<file path="src/rtl/fp_addsub_ctrl.sv">
// Purpose: IEEE-754 binary32 ADD/SUB sequencer driving a shared 27-bit sign-magnitude mantissa ALU.
// Latency: 6+k edges (k = normalize shifts), 1 for special/zero/unsupported operands, 4 for an exact-zero sum.
// Backpressure: start is sampled only while idle; requests arriving while busy are dropped, not queued.
module fp_addsub_ctrl (
  input  logic        clk,
  input  logic        rst_n,
  input  logic        start,
  input  logic [1:0]  op,
  input  logic [31:0] fp_a,
  input  logic [31:0] fp_b,
  output logic        busy,
  output logic        done,
  output logic [31:0] fp_result,
  output logic [3:0]  flags,
  output logic        alu_en,
  output logic [26:0] alu_a,
  output logic [26:0] alu_b,
  output logic        alu_sign_a,
  output logic        alu_sign_b,
  output logic [1:0]  alu_op,
  input  logic [26:0] alu_result,
  input  logic        alu_carry,
  input  logic        alu_sign
);

  typedef enum logic [2:0] {
    S_IDLE   = 3'd0,
    S_UNPACK = 3'd1,
    S_ALIGN  = 3'd2,
    S_EXEC   = 3'd3,
    S_WAIT   = 3'd4,
    S_NORM   = 3'd5,
    S_ROUND  = 3'd6,
    S_DONE   = 3'd7
  } state_t;

  localparam logic [1:0] OP_SUB = 2'b01;

  // flag bit positions inside {invalid, overflow, underflow, unsupported}
  localparam logic [3:0] FLG_INVALID     = 4'b1000;
  localparam logic [3:0] FLG_OVERFLOW    = 4'b0100;
  localparam logic [3:0] FLG_UNDERFLOW   = 4'b0010;
  localparam logic [3:0] FLG_UNSUPPORTED = 4'b0001;

  localparam logic [31:0] QNAN = 32'h7FC0_0000;

  state_t      state;

  // latched request
  logic [31:0] a_q;
  logic [31:0] b_q;
  logic [1:0]  op_q;

  // unpacked operands (b sign already inverted for SUB)
  logic        sa;
  logic        sb;
  logic [7:0]  ea;
  logic [7:0]  eb;
  logic [26:0] ma;
  logic [26:0] mb;

  // working result; exp is wide so carry/round overflow past 254 is visible
  logic [9:0]  exp_w;
  logic [26:0] mant;
  logic        sign_r;

  // ---------------- unpack decode ----------------
  logic [7:0]  ua_exp;
  logic [7:0]  ub_exp;
  logic [22:0] ua_frac;
  logic [22:0] ub_frac;
  logic        ua_sign;
  logic        ub_sign;
  logic        ua_zero;
  logic        ub_zero;
  logic        ua_inf;
  logic        ub_inf;
  logic        ua_nan;
  logic        ub_nan;

  // field extraction and class detection of the latched operands
  always_comb begin
    ua_exp  = a_q[30:23];
    ub_exp  = b_q[30:23];
    ua_frac = a_q[22:0];
    ub_frac = b_q[22:0];
    ua_sign = a_q[31];
    ub_sign = b_q[31] ^ (op_q == OP_SUB);
    // denormals are flushed: any exp==0 operand counts as zero
    ua_zero = (ua_exp == 8'd0);
    ub_zero = (ub_exp == 8'd0);
    ua_inf  = (ua_exp == 8'hFF) && (ua_frac == 23'd0);
    ub_inf  = (ub_exp == 8'hFF) && (ub_frac == 23'd0);
    ua_nan  = (ua_exp == 8'hFF) && (ua_frac != 23'd0);
    ub_nan  = (ub_exp == 8'hFF) && (ub_frac != 23'd0);
  end

  // ---------------- alignment ----------------
  logic        a_big;
  logic [7:0]  exp_diff;
  logic [7:0]  exp_max;
  logic [26:0] small_m;
  logic [26:0] shift_mask;
  logic [26:0] aligned_m;
  logic [4:0]  shamt;

  // single barrel shift of the smaller-exponent mantissa, lost bits folded into sticky
  always_comb begin
    a_big      = (ea >= eb);
    exp_diff   = a_big ? (ea - eb) : (eb - ea);
    exp_max    = a_big ? ea : eb;
    small_m    = a_big ? mb : ma;
    shamt      = exp_diff[4:0];
    shift_mask = 27'd0;
    aligned_m  = small_m;
    if (exp_diff >= 8'd26) begin
      // hidden bit falls below S: only the sticky survives
      aligned_m = 27'd1;
    end else begin
      shift_mask = (27'd1 << shamt) - 27'd1;
      aligned_m  = (small_m >> shamt) | {26'd0, |(small_m & shift_mask)};
    end
  end

  // ---------------- normalize / round helpers ----------------
  logic [9:0]  norm_exp;
  logic        rnd_inc;
  logic        rnd_ovf;
  logic [22:0] rnd_frac;
  logic [9:0]  rnd_exp;

  // RNE on {hidden, frac, G, R, S}; mant[26] is always set when rounding
  always_comb begin
    norm_exp = exp_w - 10'd1;
    rnd_inc  = mant[2] & (mant[1] | mant[0] | mant[3]);
    // an all-ones fraction that increments wraps to 0 and bumps the exponent
    rnd_ovf  = (&mant[25:3]) & rnd_inc;
    rnd_frac = mant[25:3] + {22'd0, rnd_inc};
    rnd_exp  = exp_w + {9'd0, rnd_ovf};
  end

  // ALU opcode is fixed: the ALU's sign-magnitude add handles both ADD and SUB
  assign alu_op = 2'b00;

  // sequencer: single-state-register FSM with all outputs registered
  always_ff @(posedge clk) begin
    if (!rst_n) begin
      state      <= S_IDLE;
      busy       <= 1'b0;
      done       <= 1'b0;
      fp_result  <= 32'd0;
      flags      <= 4'd0;
      alu_en     <= 1'b0;
      alu_a      <= 27'd0;
      alu_b      <= 27'd0;
      alu_sign_a <= 1'b0;
      alu_sign_b <= 1'b0;
      a_q        <= 32'd0;
      b_q        <= 32'd0;
      op_q       <= 2'd0;
      sa         <= 1'b0;
      sb         <= 1'b0;
      ea         <= 8'd0;
      eb         <= 8'd0;
      ma         <= 27'd0;
      mb         <= 27'd0;
      exp_w      <= 10'd0;
      mant       <= 27'd0;
      sign_r     <= 1'b0;
    end else begin
      case (state)
        S_IDLE: begin
          if (start) begin
            a_q   <= fp_a;
            b_q   <= fp_b;
            op_q  <= op;
            busy  <= 1'b1;
            state <= S_UNPACK;
          end
        end

        S_UNPACK: begin
          sa <= ua_sign;
          sb <= ub_sign;
          ea <= ua_exp;
          eb <= ub_exp;
          ma <= {1'b1, ua_frac, 3'b000};
          mb <= {1'b1, ub_frac, 3'b000};
          if (op_q[1]) begin
            fp_result <= 32'd0;
            flags     <= FLG_UNSUPPORTED;
            done      <= 1'b1;
            state     <= S_DONE;
          end else if (ua_nan || ub_nan || (ua_inf && ub_inf && (ua_sign != ub_sign))) begin
            fp_result <= QNAN;
            flags     <= FLG_INVALID;
            done      <= 1'b1;
            state     <= S_DONE;
          end else if (ua_inf) begin
            // also covers two infinities of the same sign
            fp_result <= {ua_sign, 8'hFF, 23'd0};
            flags     <= 4'd0;
            done      <= 1'b1;
            state     <= S_DONE;
          end else if (ub_inf) begin
            fp_result <= {ub_sign, 8'hFF, 23'd0};
            flags     <= 4'd0;
            done      <= 1'b1;
            state     <= S_DONE;
          end else if (ua_zero && ub_zero) begin
            fp_result <= {ua_sign & ub_sign, 31'd0};
            flags     <= 4'd0;
            done      <= 1'b1;
            state     <= S_DONE;
          end else if (ua_zero) begin
            fp_result <= {ub_sign, b_q[30:0]};
            flags     <= 4'd0;
            done      <= 1'b1;
            state     <= S_DONE;
          end else if (ub_zero) begin
            fp_result <= a_q;
            flags     <= 4'd0;
            done      <= 1'b1;
            state     <= S_DONE;
          end else begin
            state <= S_ALIGN;
          end
        end

        S_ALIGN: begin
          // ALU inputs are registered here so they are valid for EXEC and hold through WAIT
          exp_w      <= {2'b00, exp_max};
          alu_a      <= a_big ? ma : aligned_m;
          alu_b      <= a_big ? aligned_m : mb;
          alu_sign_a <= sa;
          alu_sign_b <= sb;
          alu_en     <= 1'b1;
          state      <= S_EXEC;
        end

        S_EXEC: begin
          alu_en <= 1'b0;
          state  <= S_WAIT;
        end

        S_WAIT: begin
          sign_r <= alu_sign;
          if (alu_carry) begin
            // shift right by one, keeping the dropped bit as sticky
            mant  <= {1'b1, alu_result[26:2], alu_result[1] | alu_result[0]};
            exp_w <= exp_w + 10'd1;
            state <= S_NORM;
          end else if (alu_result == 27'd0) begin
            // exact cancellation always yields +0
            fp_result <= 32'd0;
            flags     <= 4'd0;
            done      <= 1'b1;
            state     <= S_DONE;
          end else begin
            mant  <= alu_result;
            state <= S_NORM;
          end
        end

        S_NORM: begin
          if (mant[26]) begin
            state <= S_ROUND;
          end else if (norm_exp == 10'd0) begin
            // no denormal output: flush to signed zero
            fp_result <= {sign_r, 31'd0};
            flags     <= FLG_UNDERFLOW;
            done      <= 1'b1;
            state     <= S_DONE;
          end else begin
            mant  <= {mant[25:0], 1'b0};
            exp_w <= norm_exp;
          end
        end

        S_ROUND: begin
          if (rnd_exp >= 10'd255) begin
            fp_result <= {sign_r, 8'hFF, 23'd0};
            flags     <= FLG_OVERFLOW;
          end else begin
            fp_result <= {sign_r, rnd_exp[7:0], rnd_frac};
            flags     <= 4'd0;
          end
          done  <= 1'b1;
          state <= S_DONE;
        end

        S_DONE: begin
          done  <= 1'b0;
          busy  <= 1'b0;
          state <= S_IDLE;
        end

        default: begin
          state <= S_IDLE;
        end
      endcase
    end
  end

endmodule
</file>
<file path="config.mk">
export PLATFORM = sky130hd
export DESIGN_NAME = fp_addsub_ctrl
export DESIGN_NICKNAME = d
export VERILOG_FILES = /design/src/rtl/fp_addsub_ctrl.sv
export SDC_FILE = /design/constraint.sdc
export NUM_CORES = 1
export LEC_CHECK = 0
export BUFFER_PORTS_ARGS = -buffer_cell sky130_fd_sc_hd__buf_2
export CELL_PAD_IN_SITES_DETAIL_PLACEMENT = 2
export CELL_PAD_IN_SITES_GLOBAL_PLACEMENT = 2
export CORE_MARGIN = 1
export CORE_UTILIZATION = 34
export CTS_CLUSTER_SIZE = 30
export DETAILED_ROUTE_END_ITERATION = 8
export GPL_ROUTABILITY_DRIVEN = 0
export GPL_TIMING_DRIVEN = 0
export MAX_ROUTING_LAYER = met4
export PLACE_DENSITY_LB_ADDON = 0.1
export SYNTH_ARGS = -nofsm -noshare
export SYNTH_HDL_FRONTEND = slang
export SYNTH_SLANG_ARGS = --single-unit
</file>
<file path="constraint.sdc">
create_clock -name clk -period 4 [get_ports clk]
set_input_delay 0.6 -clock clk [delete_from_list [all_inputs] [get_ports clk]]
set_output_delay 0.6 -clock clk [all_outputs]
set_load 0.01 [all_outputs]
</file>
# After elaboration in Yosys (flattened, before gate mapping)
# Index checks and enable logic that the tools add are counted.
# classes
n_addsub	7
order_cmp	3
eq_ne	21
shift	2
mux	69
bitwise	9
n_reduce_logical	34
# ops
op	count
two-way mux 32 bit	11
two-way mux 27 bit	8
one-hot mux 32 bit (4 select lines)	1
one-hot mux 27 bit (2 select lines)	1
zero test 23 bit	2
nonzero test 23 bit	2
two-way mux 4 bit	11
two-way mux 3 bit	11
two-way mux 31 bit	1
two-way mux 10 bit	3
one-hot mux 10 bit (3 select lines)	1
AND 27 bit	1
zero test 27 bit	1
bitwise OR 27 x 1 -> 27 bit	1
OR reduction 27 bit	1
left shift 1 x 5 -> 27 bit (first input constant)	1
>> shifter 27 x 5 -> 27 bit	1
subtractor 27 x 1 -> 27 bit (second input constant)	1
one-hot mux 3 bit (8 select lines)	1
adder 23 x 1 -> 23 bit	1
AND reduction 23 bit	1
== test 8 bit (second input constant)	2
zero test 8 bit	2
two-way mux 8 bit	2
34 further kinds	77
# totals
regBits	268
input_bits	98
out_inout_bits	97
elab_cells	168

# Longest topological paths before layout
# logic_depth
ltp_word	9
ltp_mapped	19
mapped_depth_nobuf	17

# Worst setup path before layout
# No wires, ideal clock.
# synth_path
path_kind	flip-flop to flip-flop
startpoint	register ea[0]
endpoint	register alu_a[0]
setup_ns	0.117
arrival_time_ns	3.309
required_time_ns	3.883
slack_ns	0.574
stages_incl_launch_ff	18
path_buffers	3
cell_sequence	dfxtp_1 -> inv_1 -> ha_1 -> inv_1 -> fa_1 -> nand3_1 -> a31o_1 -> buf_2 -> nand2_4 -> buf_6 -> buf_6 -> mux2i_1 -> o211a_1 -> o22ai_1 -> or4_1 -> nor4_1 -> nand4_1 -> a32o_1
# synth_via
elab_chain_len	9
elab_cells_between_ends	14
cone_classes	3 x add/sub; 2 x order compare; 2 x shift; 4 x mux; 2 x bitwise; 1 x reduce/logical
# synth_rtl
item	line_no	text
start: declaration	57	logic [7:0] ea;
start signal: assignment	185	ea <= ua_exp;
subtractor 8 bit or >= comparator 8 bit (tied branches)	110, 109	
two-way mux 8 bit	110	exp_diff = a_big ? (ea - eb) : (eb - ea);
left shift 1 x 5 -> 27 bit	120	shift_mask = (27'd1 << shamt) - 27'd1;
subtractor 27 x 1 -> 27 bit	120	
AND 27 bit	121	aligned_m = (small_m >> shamt) | {26'd0, |(small_m & shift_mask)};
OR reduction 27 bit	121	
bitwise OR 27 x 1 -> 27 bit	121	
two-way mux 27 bit	116	if (exp_diff >= 8'd26) begin
two-way mux 27 bit (*)	233	alu_a <= a_big ? ma : aligned_m;
end signal: assignment	233	
end: declaration	16	output logic [26:0] alu_a,
# Mark *: on every way between the ends. The rest lies on a longest branch, timed or not.
# A chain may end at the register's enable or synchronous reset.

# Worst setup path after layout
# layout_path
startpoint	register ea[0]
endpoint	register alu_a[1]
# layout_via
elab_chain_len	6
elab_cells_between_ends	10
cone_classes	2 x add/sub; 2 x order compare; 1 x shift; 4 x mux; 1 x bitwise
# layout_rtl
item	line_no
subtractor 8 bit or >= comparator 8 bit (tied branches)	110, 109
two-way mux 8 bit or two-way mux 27 bit (tied branches)	110, 112
>> shifter 27 x 5 -> 27 bit	121
bitwise OR 27 x 1 -> 27 bit	121
two-way mux 27 bit	116
two-way mux 27 bit (*)	233
# Marked as above.

==> results.yml <==
run_status:
  status: "finished, final reports clean"
route:
  wire_per_inst_um: 26.0
  wirelength_um: 74300
  drt-pass1-iter-count: 5
  drc_errors: 0
  antenna_left: 0
  viasPerCell: 5.89
  vias: 16811
  drtIter0Drc: 1210
timing:
  maxSlewViolCount: 0
  tightest_slew_ps: 1150
  fin_skew_ps: 17.2
  fin_crit_sh: 0.990
  finalHoldViolations: 0
  slew_headroom: 0.235
  setup_viol: 0
  whs_ps: 267
  layout_min_cycle_time_ps: 3960
  clock.fmax_mhz: 253
finish:
  area_delta_synth_final_pct: 22.6
  layout_commonest_cell: "nand2_1"
  num-nets-final: 2363
  antennaDiodeCount: 0
  drive_above_1_share: 0.185
  mostFrequentLayoutCells: "nand2_1 (366), dfxtp_1 (260), a21oi_1 (242)"
clock_network:
  cts_root_buf: "clkbuf_16"
  ctsHtreeMaxLevel: 2
  tritoncts: "yes"
  cts_made_buffers: 34
  cts.clk_slew.worst_paths_ps: 60
  insertion_delay_ps: 570
  holdBufCountCts: 0
  clock_path_buffers: 3
  clock-sinks: 267
die:
  dieArea_mm2: 0.0460
  core_area_mm2: 0.0443
  dieHeight_um: 214
  die_w_um: 214
  rows: 77
  pin_count: 195
  start_util: 0.346
global_route:
  grt-ovfl-total: 0
  groute.usage.overall: 0.326
  grt_max_degree: 12
  grt_pass1_vias: 17693
  antenna_found_initial: 0
  grt_pass1_wl_um: 111000
placed_design:
  hpwl_um: 57500
  port_buffers: 192
power_and_ir_drop:
  p_per_area_mw_per_mm2: 624
  p_leak_nw: 7.52
  power_mw: 11.7
  peakVddDrop_mv: 0.259
setup_path:
  critPathLaunchType: "flop"
  worstPathMaxFanout: 10
  cp_data_required_time_ps: 4450
  r2r_slack_ps: 40
  arrival_ps: 4410
  path_class: "reg -> reg"
  cp-end-kind: "flop"
yosys:
  ys_warn_count: 0
  synth_area_mm2: 0.0153
  asyncSetResetFlopFracSynth: 0
  synthDistinctLibCells: 86
  synth_cells: 1986
  seq_area_frac_synth: 0.348
  yosys.area.top_type: "dfxtp_1"
  ys_top_cells_by_area: "dfxtp_1 (35%), nand2_1 (9.0%), a21oi_1 (8.0%)"
  synth_area_per_cell_um2: 7.72
  synth_top_area_frac: 0.348
  synth-main-ff-cell: "dfxtp_1"
  ys_ff_latch: 267
  synth_edf_count: 0
job:
  drv_cap: 0
hold_path:
  hold_class: "in -> reg"
## stage by stage
step	setup TNS, ps	cells	setup WS, ps	utilization	cell area (um2)
final	0	2854	40.1	0.424	18800
after global routing	-79.3	2854	-38.6	0.424	18800
after CTS	0	2843	3.43	0.417	18500
after detailed placement	-40180	2771	-913	0.385	17000
after global placement	-31610	2771	-881	0.385	17000
after floorplan	0	1987	574	-	15300
## layer usage
layer	part of all wire	vias up	global-route usage
li1	-	7615	-
met1	0.44	8575	0.413
met2	0.47	483	0.531
met4	0.032	0	0.103
met5	0	-	-
met3	0.053	138	0.0492
## critical path, stage by stage, from the launching register on
cell and delay [ps]:
dfxtp_2 350, inv_1 50, ha_1 230, inv_1 120, fa_2 290, nand3_2 150
a31o_1 230, buf_6 160, nand2_8 120, buf_12 160, mux4_2 570, mux2i_1 190
mux2i_1 180, a21oi_1 490, or3b_2 210, nand2_1 90, a32o_1 230
## layout make-up
class,count,area (um2)
Inverter,32,120
Timing Repair Buffer,218,1170
Clock inverter,5,100
Sequential cell,267,5360
Buffer,158,805
Clock buffer,52,998
Fill cell,5156,25500
Tap cell,592,741
Multi-Input combinational cell,1530,9520
## where the power goes
part           switching (mW)  internal [mW]  leakage [nW]
registers               0.470           3.10          2.18
logic                    3.31           1.77          4.81
clock network            1.29           1.80         0.528
## worst paths after layout
kind                                from        to  cells after the start
worst max-delay path               ea[0]  alu_a[1]                     16
worst min-delay path            fp_a[18]   a_q[18]                      3
worst max register to register     ea[0]  alu_a[1]                     16
worst min register to register    alu_en    alu_en                      2
## synthesized netlist by cell type (6+ instances only)
library cell,n
a21oi_1,244
o211ai_1,9
clkbuf_1,120
buf_6,6
nor2b_1,8
nor2_1,195
buf_1,10
nand2_1,367
o22a_1,16
and3_1,14
or3_1,6
mux4_2,21
nand4_1,21
o211a_1,29
ha_1,22
dfxtp_1,267
a32o_1,6
buf_2,17
o22ai_1,52
nor3_2,8
and2_1,19
nor3_1,50
nor4_1,27
o2bb2ai_1,8
a221oi_1,12
a311oi_1,9
xor2_1,21
nand2b_1,7
mux2i_1,106
nand3_1,29
or2_2,6
a211oi_1,9
o21ai_0,86
inv_1,31
xnor2_1,15
a31oi_1,12
## sequential cells by signal (all words and copies together) (netlist names), 2 cells and up
signal     cells
ea             8
alu_a         27
a_q           32
b_q           32
flags          4
ma            23
mb            24
fp_result     32
state          3
mant          27
exp_w         10
op_q           2
alu_b         27
eb             8
## logic make-up after synthesis
family,after synthesis,share of synthesized area
and+or+nand+nor,781,0.227
AOI/OAI and AO/OA,556,0.228
DFF,267,0.348
buffers and inverters,190,0.0520
muxes,131,0.104
xor gates and xnor gates,36,0.0206
adders and majority gates,24,0.0206
other,1,0.000244
## repair_timing
item / CTS / global route
gates resized for setup: 67 / 72
buffers inserted: 15 / 11
endpoints found under the setup margin: 92 / 79
pin swaps: 10 / 15
No activity file was read; power rests on OpenSTA's default activity.
